--- src/rtl/lsu_dmem_master.sv ---
// CPU-side load/store initiator for the multi-cycle data memory.
// Sub-word stores are read-modify-write. Stores to the console address are written directly.
module lsu_dmem_master #(
    parameter logic [31:0] MMIO_ADDR = 32'h1000_0000
) (
    input  logic        clk,
    input  logic        rst,
    input  logic        req_valid,
    output logic        req_ready,
    input  logic        req_we,
    input  logic [1:0]  req_size,
    input  logic        req_unsigned,
    input  logic [31:0] req_addr,
    input  logic [31:0] req_wdata,
    output logic        resp_valid,
    output logic [31:0] resp_rdata,
    output logic        resp_err,
    output logic [31:0] mem_addr,
    output logic [31:0] mem_wdata,
    output logic        mem_read,
    output logic        mem_write,
    input  logic [31:0] mem_rdata,
    input  logic        mem_ready
);

    typedef enum logic [2:0] {
        S_IDLE,
        S_RD_ISSUE,
        S_RD_WAIT,
        S_WR_ISSUE,
        S_WR_WAIT
    } state_t;

    state_t      state_q, state_d;
    logic        we_q, we_d;
    logic [1:0]  size_q, size_d;
    logic        uns_q, uns_d;
    logic [1:0]  addr_lo_q, addr_lo_d;
    logic [15:0] wdata_q, wdata_d;
    logic        resp_valid_q, resp_valid_d;
    logic [31:0] resp_rdata_q, resp_rdata_d;
    logic        resp_err_q, resp_err_d;
    logic [31:0] mem_addr_q, mem_addr_d;
    logic [31:0] mem_wdata_q, mem_wdata_d;
    logic        mem_read_q, mem_read_d;
    logic        mem_write_q, mem_write_d;

    logic        misaligned;
    logic        is_mmio;
    logic [7:0]  byte_sel;
    logic [15:0] half_sel;
    logic [31:0] load_ext;
    logic [31:0] merged;

    assign misaligned = (req_size == 2'd3)
                     || ((req_size == 2'd1) && req_addr[0])
                     || ((req_size == 2'd2) && (req_addr[1:0] != 2'b00));
    assign is_mmio    = (req_addr == MMIO_ADDR);

    // Lane extraction and merge both work on the word the dmem just returned.
    always_comb begin
        byte_sel = 8'h00;
        case (addr_lo_q)
            2'd0:    byte_sel = mem_rdata[7:0];
            2'd1:    byte_sel = mem_rdata[15:8];
            2'd2:    byte_sel = mem_rdata[23:16];
            default: byte_sel = mem_rdata[31:24];
        endcase
        half_sel = addr_lo_q[1] ? mem_rdata[31:16] : mem_rdata[15:0];

        case (size_q)
            2'd0:    load_ext = {{24{~uns_q & byte_sel[7]}}, byte_sel};
            2'd1:    load_ext = {{16{~uns_q & half_sel[15]}}, half_sel};
            default: load_ext = mem_rdata;
        endcase

        merged = mem_rdata;
        if (size_q == 2'd0) begin
            case (addr_lo_q)
                2'd0:    merged[7:0]   = wdata_q[7:0];
                2'd1:    merged[15:8]  = wdata_q[7:0];
                2'd2:    merged[23:16] = wdata_q[7:0];
                default: merged[31:24] = wdata_q[7:0];
            endcase
        end else if (addr_lo_q[1]) begin
            merged[31:16] = wdata_q;
        end else begin
            merged[15:0] = wdata_q;
        end
    end

    always_comb begin
        state_d      = state_q;
        we_d         = we_q;
        size_d       = size_q;
        uns_d        = uns_q;
        addr_lo_d    = addr_lo_q;
        wdata_d      = wdata_q;
        mem_addr_d   = mem_addr_q;
        mem_wdata_d  = mem_wdata_q;
        resp_valid_d = 1'b0;
        resp_rdata_d = 32'h0;
        resp_err_d   = 1'b0;
        mem_read_d   = 1'b0;
        mem_write_d  = 1'b0;

        case (state_q)
            S_IDLE: begin
                if (req_valid) begin
                    we_d      = req_we;
                    size_d    = req_size;
                    uns_d     = req_unsigned;
                    addr_lo_d = req_addr[1:0];
                    wdata_d   = req_wdata[15:0];
                    if (misaligned) begin
                        resp_valid_d = 1'b1;
                        resp_err_d   = 1'b1;
                    end else if (req_we && ((req_size == 2'd2) || is_mmio)) begin
                        state_d     = S_WR_ISSUE;
                        mem_write_d = 1'b1;
                        mem_addr_d  = is_mmio ? MMIO_ADDR : {req_addr[31:2], 2'b00};
                        mem_wdata_d = req_wdata;
                    end else begin
                        state_d    = S_RD_ISSUE;
                        mem_read_d = 1'b1;
                        mem_addr_d = {req_addr[31:2], 2'b00};
                    end
                end
            end
            // mem_ready is still high from the idle dmem here; only WAIT states look at it.
            S_RD_ISSUE: state_d = S_RD_WAIT;
            S_RD_WAIT: begin
                if (mem_ready) begin
                    if (we_q) begin
                        state_d     = S_WR_ISSUE;
                        mem_write_d = 1'b1;
                        mem_wdata_d = merged;
                    end else begin
                        state_d      = S_IDLE;
                        resp_valid_d = 1'b1;
                        resp_rdata_d = load_ext;
                    end
                end
            end
            S_WR_ISSUE: state_d = S_WR_WAIT;
            S_WR_WAIT: begin
                if (mem_ready) begin
                    state_d      = S_IDLE;
                    resp_valid_d = 1'b1;
                end
            end
            default: state_d = S_IDLE;
        endcase
    end

    always_ff @(posedge clk or posedge rst) begin
        if (rst) begin
            state_q      <= S_IDLE;
            we_q         <= 1'b0;
            size_q       <= 2'd0;
            uns_q        <= 1'b0;
            addr_lo_q    <= 2'd0;
            wdata_q      <= 16'h0;
            resp_valid_q <= 1'b0;
            resp_rdata_q <= 32'h0;
            resp_err_q   <= 1'b0;
            mem_addr_q   <= 32'h0;
            mem_wdata_q  <= 32'h0;
            mem_read_q   <= 1'b0;
            mem_write_q  <= 1'b0;
        end else begin
            state_q      <= state_d;
            we_q         <= we_d;
            size_q       <= size_d;
            uns_q        <= uns_d;
            addr_lo_q    <= addr_lo_d;
            wdata_q      <= wdata_d;
            resp_valid_q <= resp_valid_d;
            resp_rdata_q <= resp_rdata_d;
            resp_err_q   <= resp_err_d;
            mem_addr_q   <= mem_addr_d;
            mem_wdata_q  <= mem_wdata_d;
            mem_read_q   <= mem_read_d;
            mem_write_q  <= mem_write_d;
        end
    end

    assign req_ready  = (state_q == S_IDLE);
    assign resp_valid = resp_valid_q;
    assign resp_rdata = resp_rdata_q;
    assign resp_err   = resp_err_q;
    assign mem_addr   = mem_addr_q;
    assign mem_wdata  = mem_wdata_q;
    assign mem_read   = mem_read_q;
    assign mem_write  = mem_write_q;

endmodule

--- config.mk ---
export PLATFORM = sky130hd
export DESIGN_NAME = lsu_dmem_master
export DESIGN_NICKNAME = d
export VERILOG_FILES = /design/src/rtl/lsu_dmem_master.sv
export SDC_FILE = /design/constraint.sdc
export NUM_CORES = 1
export LEC_CHECK = 0
export ABC_AREA = 0
export CAP_MARGIN = 20
export CELL_PAD_IN_SITES_DETAIL_PLACEMENT = 2
export CELL_PAD_IN_SITES_GLOBAL_PLACEMENT = 2
export CORE_ASPECT_RATIO = 0.7
export CORE_MARGIN = 5
export CORE_UTILIZATION = 25
export CTS_CLUSTER_SIZE = 10
export DETAILED_ROUTE_END_ITERATION = 10
export GPL_TIMING_DRIVEN = 0
export PLACE_DENSITY = 0.82
export SLEW_MARGIN = 15
export SYNTH_ARGS = -nofsm -noshare
export SYNTH_HDL_FRONTEND = slang
export SYNTH_SLANG_ARGS = --single-unit
--- constraint.sdc ---
create_clock -name clk -period 4.3 [get_ports clk]
set_clock_uncertainty 0.05 [all_clocks]
set_input_delay 1.29 -clock clk [delete_from_list [all_inputs] [get_ports clk]]
set_output_delay 1.29 -clock clk [all_outputs]
set_load 0.02 [all_outputs]
Word level (Yosys, flattened, before mapping)
Index checks and enable logic that the tools add are counted.

Register bits after elaboration: 125. Output and inout port bits: 101. Input bits: 104.

Bitwise logic cells: 4. Reductions and logical operators: 16. Muxes and demuxes: 45. Equal/unequal tests: 17.

Operators by type and width (count): $mux 32 (11); $pmux 32 s2 (2); $mux 16 (3); $eq 32x29->1 const B (1); $mux 8 (4); $pmux 8 s3 (1); $mux 1 (15); $pmux 3 s5 (1); $mux 3 (4); $ne 2x2->1 const B (5); $eq 2x1->1 const B (3); $eq 2x2->1 const B (3); $eq 3x2->1 const B (2); $reduce_and 6->1 (1); $logic_not 2->1 (2); $mux 2 (2); $reduce_and 4->1 (1); $reduce_bool 2->1 (2); $eq 3x1->1 const B (1); $eq 3x3->1 const B (1); $logic_and 1x1->1 (3); $logic_not 3->1 (1); $logic_or 1x1->1 (3); $pmux 1 s3 (1); 7 further kinds (9).

Depth between registers and ports, before layout
Word-level depth: 7. Mapped depth: 8. Mapped depth without buffers: 5.

Least setup slack after synthesis
No wires, ideal clock.

Path type: input-to-reg. Start: input port req_valid. End: register mem_wdata_q[19] (netlist: mem_wdata[19]). Required time: 4.122 ns. Buffers on the path: 2. Arrival time: 2.740 ns. Library setup time: 0.128 ns. Cell stages on the path: 7. Path slack: 1.383 ns. Path through: or4b_4 -> buf_6 -> o21bai_4 -> o21ai_4 -> o211ai_4 -> buf_6 -> mux2_1.

Longest elaborated chain between the ends: 2.

RTL lines: start, declared (line 8) `input logic req_valid,`; $ne 2x2->1 (no line); $reduce_and 6->1 (no line); end signal, assigned (line 182) `mem_wdata_q <= mem_wdata_d;`; end, declared (line 44) `logic [31:0] mem_wdata_q, mem_wdata_d;`.

No other way between the ends. A chain may end at the register's enable or synchronous reset.

Worst setup path after layout
Start: register state_q[1]. End: output port req_ready.

Longest elaborated chain between the ends: 1.

RTL lines: start, declared (line 34) `state_t state_q, state_d;`; start signal, assigned (line 172) `state_q <= state_d;`; $logic_not 3->1 (line 188) `assign req_ready = (state_q == S_IDLE);`; end, declared (line 9) `output logic req_ready,`.

No other way between the ends.

==> summary.txt <==
Die
  – Core Rows: 46
  – Die X: 192.2 microns
  – Die Height: 137.5 microns
  – Die Area: roughly 0.026 sq mm
  – IO Count: 205
  – Initial core utilization: about a quarter
  – Core area: 0.02273 sq mm

Timing
  – Tcrit/Tclk final: approximately four fifths
  – Setup_tns: 0 ns
  – Worst slew pin tran: 0.8257 ns
  – Final setup fails: 0
  – Min Hold Slack: 0.4427 ns
  – RSZ-0062 raised after global routing: no
  – Final hold viol count: 0
  – PnR worst setup slack: 0.8198 ns
  – Max Clk Rate: 287.3 MHz
  – Period minus WS final: 3.480 ns
  – Worst rel slew slack: 44.75%
  – Max Slew Vio Count: 0

Synthesis
  – Netlist cell types: 47
  – Flop and latch count out of synthesis: 123
  – Netlist Area Pre-Place: 0.005809 sq mm
  – Synth warn: 0
  – Synth Flop Type: dfrtp_1
  – Async S/R FF share, synth: 100.0%
  – Cell count after synthesis: 510
  – Seq/Total Area, Yosys: 52.98%
  – Synth top area share: 52.98%
  – EDFF count, synth: 0
  – Main area contributors after synthesis: dfrtp_1 (53%), mux2_2 (10%), mux2_1 (4.7%)
  – Avg Inst Size Synth: 11.39 sq um
  – Area leader, netlist: dfrtp_1

CTS
  – H-tree lvl count: 4
  – Post-CTS Setup Bufs: 0
  – CTS buffer count: 17
  – CTS hold repair buffers: 0
  – CTS sink count: between 100 and 150
  – Clk Latency, worst-skew pair: 0.42 ns
  – Post_cts resized: 0
  – Max Buffers Root-to-Sink: 2
  – Root Buffer: clkbuf_16
  – CTS tree: yes
  – Reg clk slew, reported paths: around 0.060 ns

GRT
  – Global-route wire length before repair: 36.11 mm
  – Largest net degree at the start of global routing: 31
  – Vias in the first global route: about 5600
  – Congestion Overflow GR: 0
  – Initial antenna violation count: 2
  – GRT Total Usage: 18.43%

Setup path
  – CP peak stage delay: between 0.7 and 0.8 ns
  – Crit path kind: reg2out
  – Arrival time at the worst endpoint: ~2.1 ns
  – Crit path capture type: output pin
  – Crit start category: flip-flop
  – CP Max Fanout: 10
  – Required @ worst endpoint: 2.96 ns
  – Critical Path, Cell by Cell: clkbuf_1 > nor3_1 > clkdlybuf4s50_1
  – Worst path slowest cell: clkdlybuf4s50_1

Route
  – Met2 Routed Length: 10.95 mm
  – WL final: about 24 mm
  – Router iterations before antenna repair: 5
  – Post-DR vias/cell: 4.735
  – WL/cell: 22.67 microns
  – Top sig layer: met5
  – DRC viols: 0
  – Via total after detailed routing: 5019
  – Routed length on met3: 1.633 mm
  – 1st-iter DRT viols: 228
  – DRT met1 WL: 11.03 mm
  – Routed Antenna Nets: 0

Pwr
  – Total Power: 6.934 mW
  – Pwr Density: 779.5 mW/mm^2
  – Leak: around 3.8 nW
  – VDD IR max: 0.2810 mV

Cells and area
  – Share of cells above drive strength 1: around 15%
  – Most common cell after layout, fill and taps aside: clkdlybuf4s50_1
  – Number of antenna diodes: 0
  – Most frequent cells in the layout: clkdlybuf4s50_1 (202), dfrtp_1 (123), mux2_2 (54), o21ai_0 (42), a21oi_1 (42)
  – Fillcell total: around 2400
  – Post-layout util: 39.12%
  – Layout area overhead: 53.11%
  – Final #Nets: 840
  – Multi-input gate area: between 0.002 and 0.0025 sq mm
  – FF+latch area: 0.003078 sq mm

Place
  – GPL Wtd Cong: 0.8194
  – Pre-CTS WS: approximately 0.45 ns
  – # port buffers: 202
  – HPWL Detailed: 18.89 mm

Job
  – Maxcap violations: 0

Status
  – Run status: finished clean

Hold path
  – Hold Crit Class: reg2reg
[worst paths after layout]
path	startpoint	to	slack, ns	cells after the start
min in group asynchronous	rst	resp_rdata[22]	1.19	2
worst min-delay path	mem_wdata[18]	mem_wdata[18]	0.44	1
worst max-delay path	state_q[1]	req_ready	0.82	3
worst max register to register	size_q[0]	mem_wdata[21]	1.51	7
worst min register to register	mem_wdata[18]	mem_wdata[18]	0.44	1
max in group asynchronous	rst	wdata_q[7]	2.06	5
[flip-flops by register name (all words and copies together) (netlist names)]
register,cells
mem_read,1
size_q,2
resp_err,1
wdata_q,16
resp_rdata,32
we_q,1
mem_addr,30
mem_wdata,32
state_q,3
mem_write,1
resp_valid,1
uns_q,1
addr_lo_q,2
[logic make-up after synthesis]
| group | after synthesis | share of synthesized area (%) |
|---|---|---|
| AND/OR/NAND/NOR | 82 | 6.569 |
| other | 1 | 0.06455 |
| buffers and inverters | 59 | 4.652 |
| flip-flops | 123 | 52.98 |
| AO/OA/AOI/OAI | 137 | 14.80 |
| multiplexers | 108 | 20.93 |
[per-stage QoR]
| step | area (sq um) | std cells |
|---|---|---|
| 2_1_floorplan | 5817 | 511 |
| 3_3_place_gp | 8229 | 1025 |
| 3_5_place_dp | 8309 | 1029 |
| 4_1_cts | 8895 | 1060 |
| 5_1_grt | 8895 | 1060 |
| 6_report | 8895 | 1060 |
[synthesized netlist by cell type (20+ instances only)]
cell,instances
a21oi_1,42
clkbuf_1,20
dfrtp_1,123
inv_1,24
mux2_1,24
mux2_2,54
mux2i_1,24
nand2_1,37
nor2_1,20
o21ai_0,42
o22ai_1,24
[critical path, delay by kind of cell (launching register included)]
| family | cells | cell delay (ns) |
|---|---|---|
| buf+inv | 2 | 0.94 |
| flops | 1 | 0.39 |
| simple gates | 1 | 0.39 |
[routing by layer]
layer  up-vias  global-route usage (%)
li1       2282                       -
met1      2551                   25.14
met2       154                   28.68
met3        28                   5.142
met4         4                   5.503
met5         -                       0
[cell type report]
type | instances | area share (%)
repair buffers | 206 | 23.63
plain buffers | 34 | 1.983
flip-flops and latches | 123 | 34.60
clock buffers | 23 | 5.261
clock inverters | 8 | 1.322
well taps | 312 | 4.389
multi-input cells | 329 | 27.71
inverters | 25 | 1.097
[power by group]
group          internal, mW  switching [mW]
clock network         0.935           0.533
registers              1.64           0.287
logic                  1.60            1.94
total                  4.18            2.76
Power figures use the tool's default switching activity.
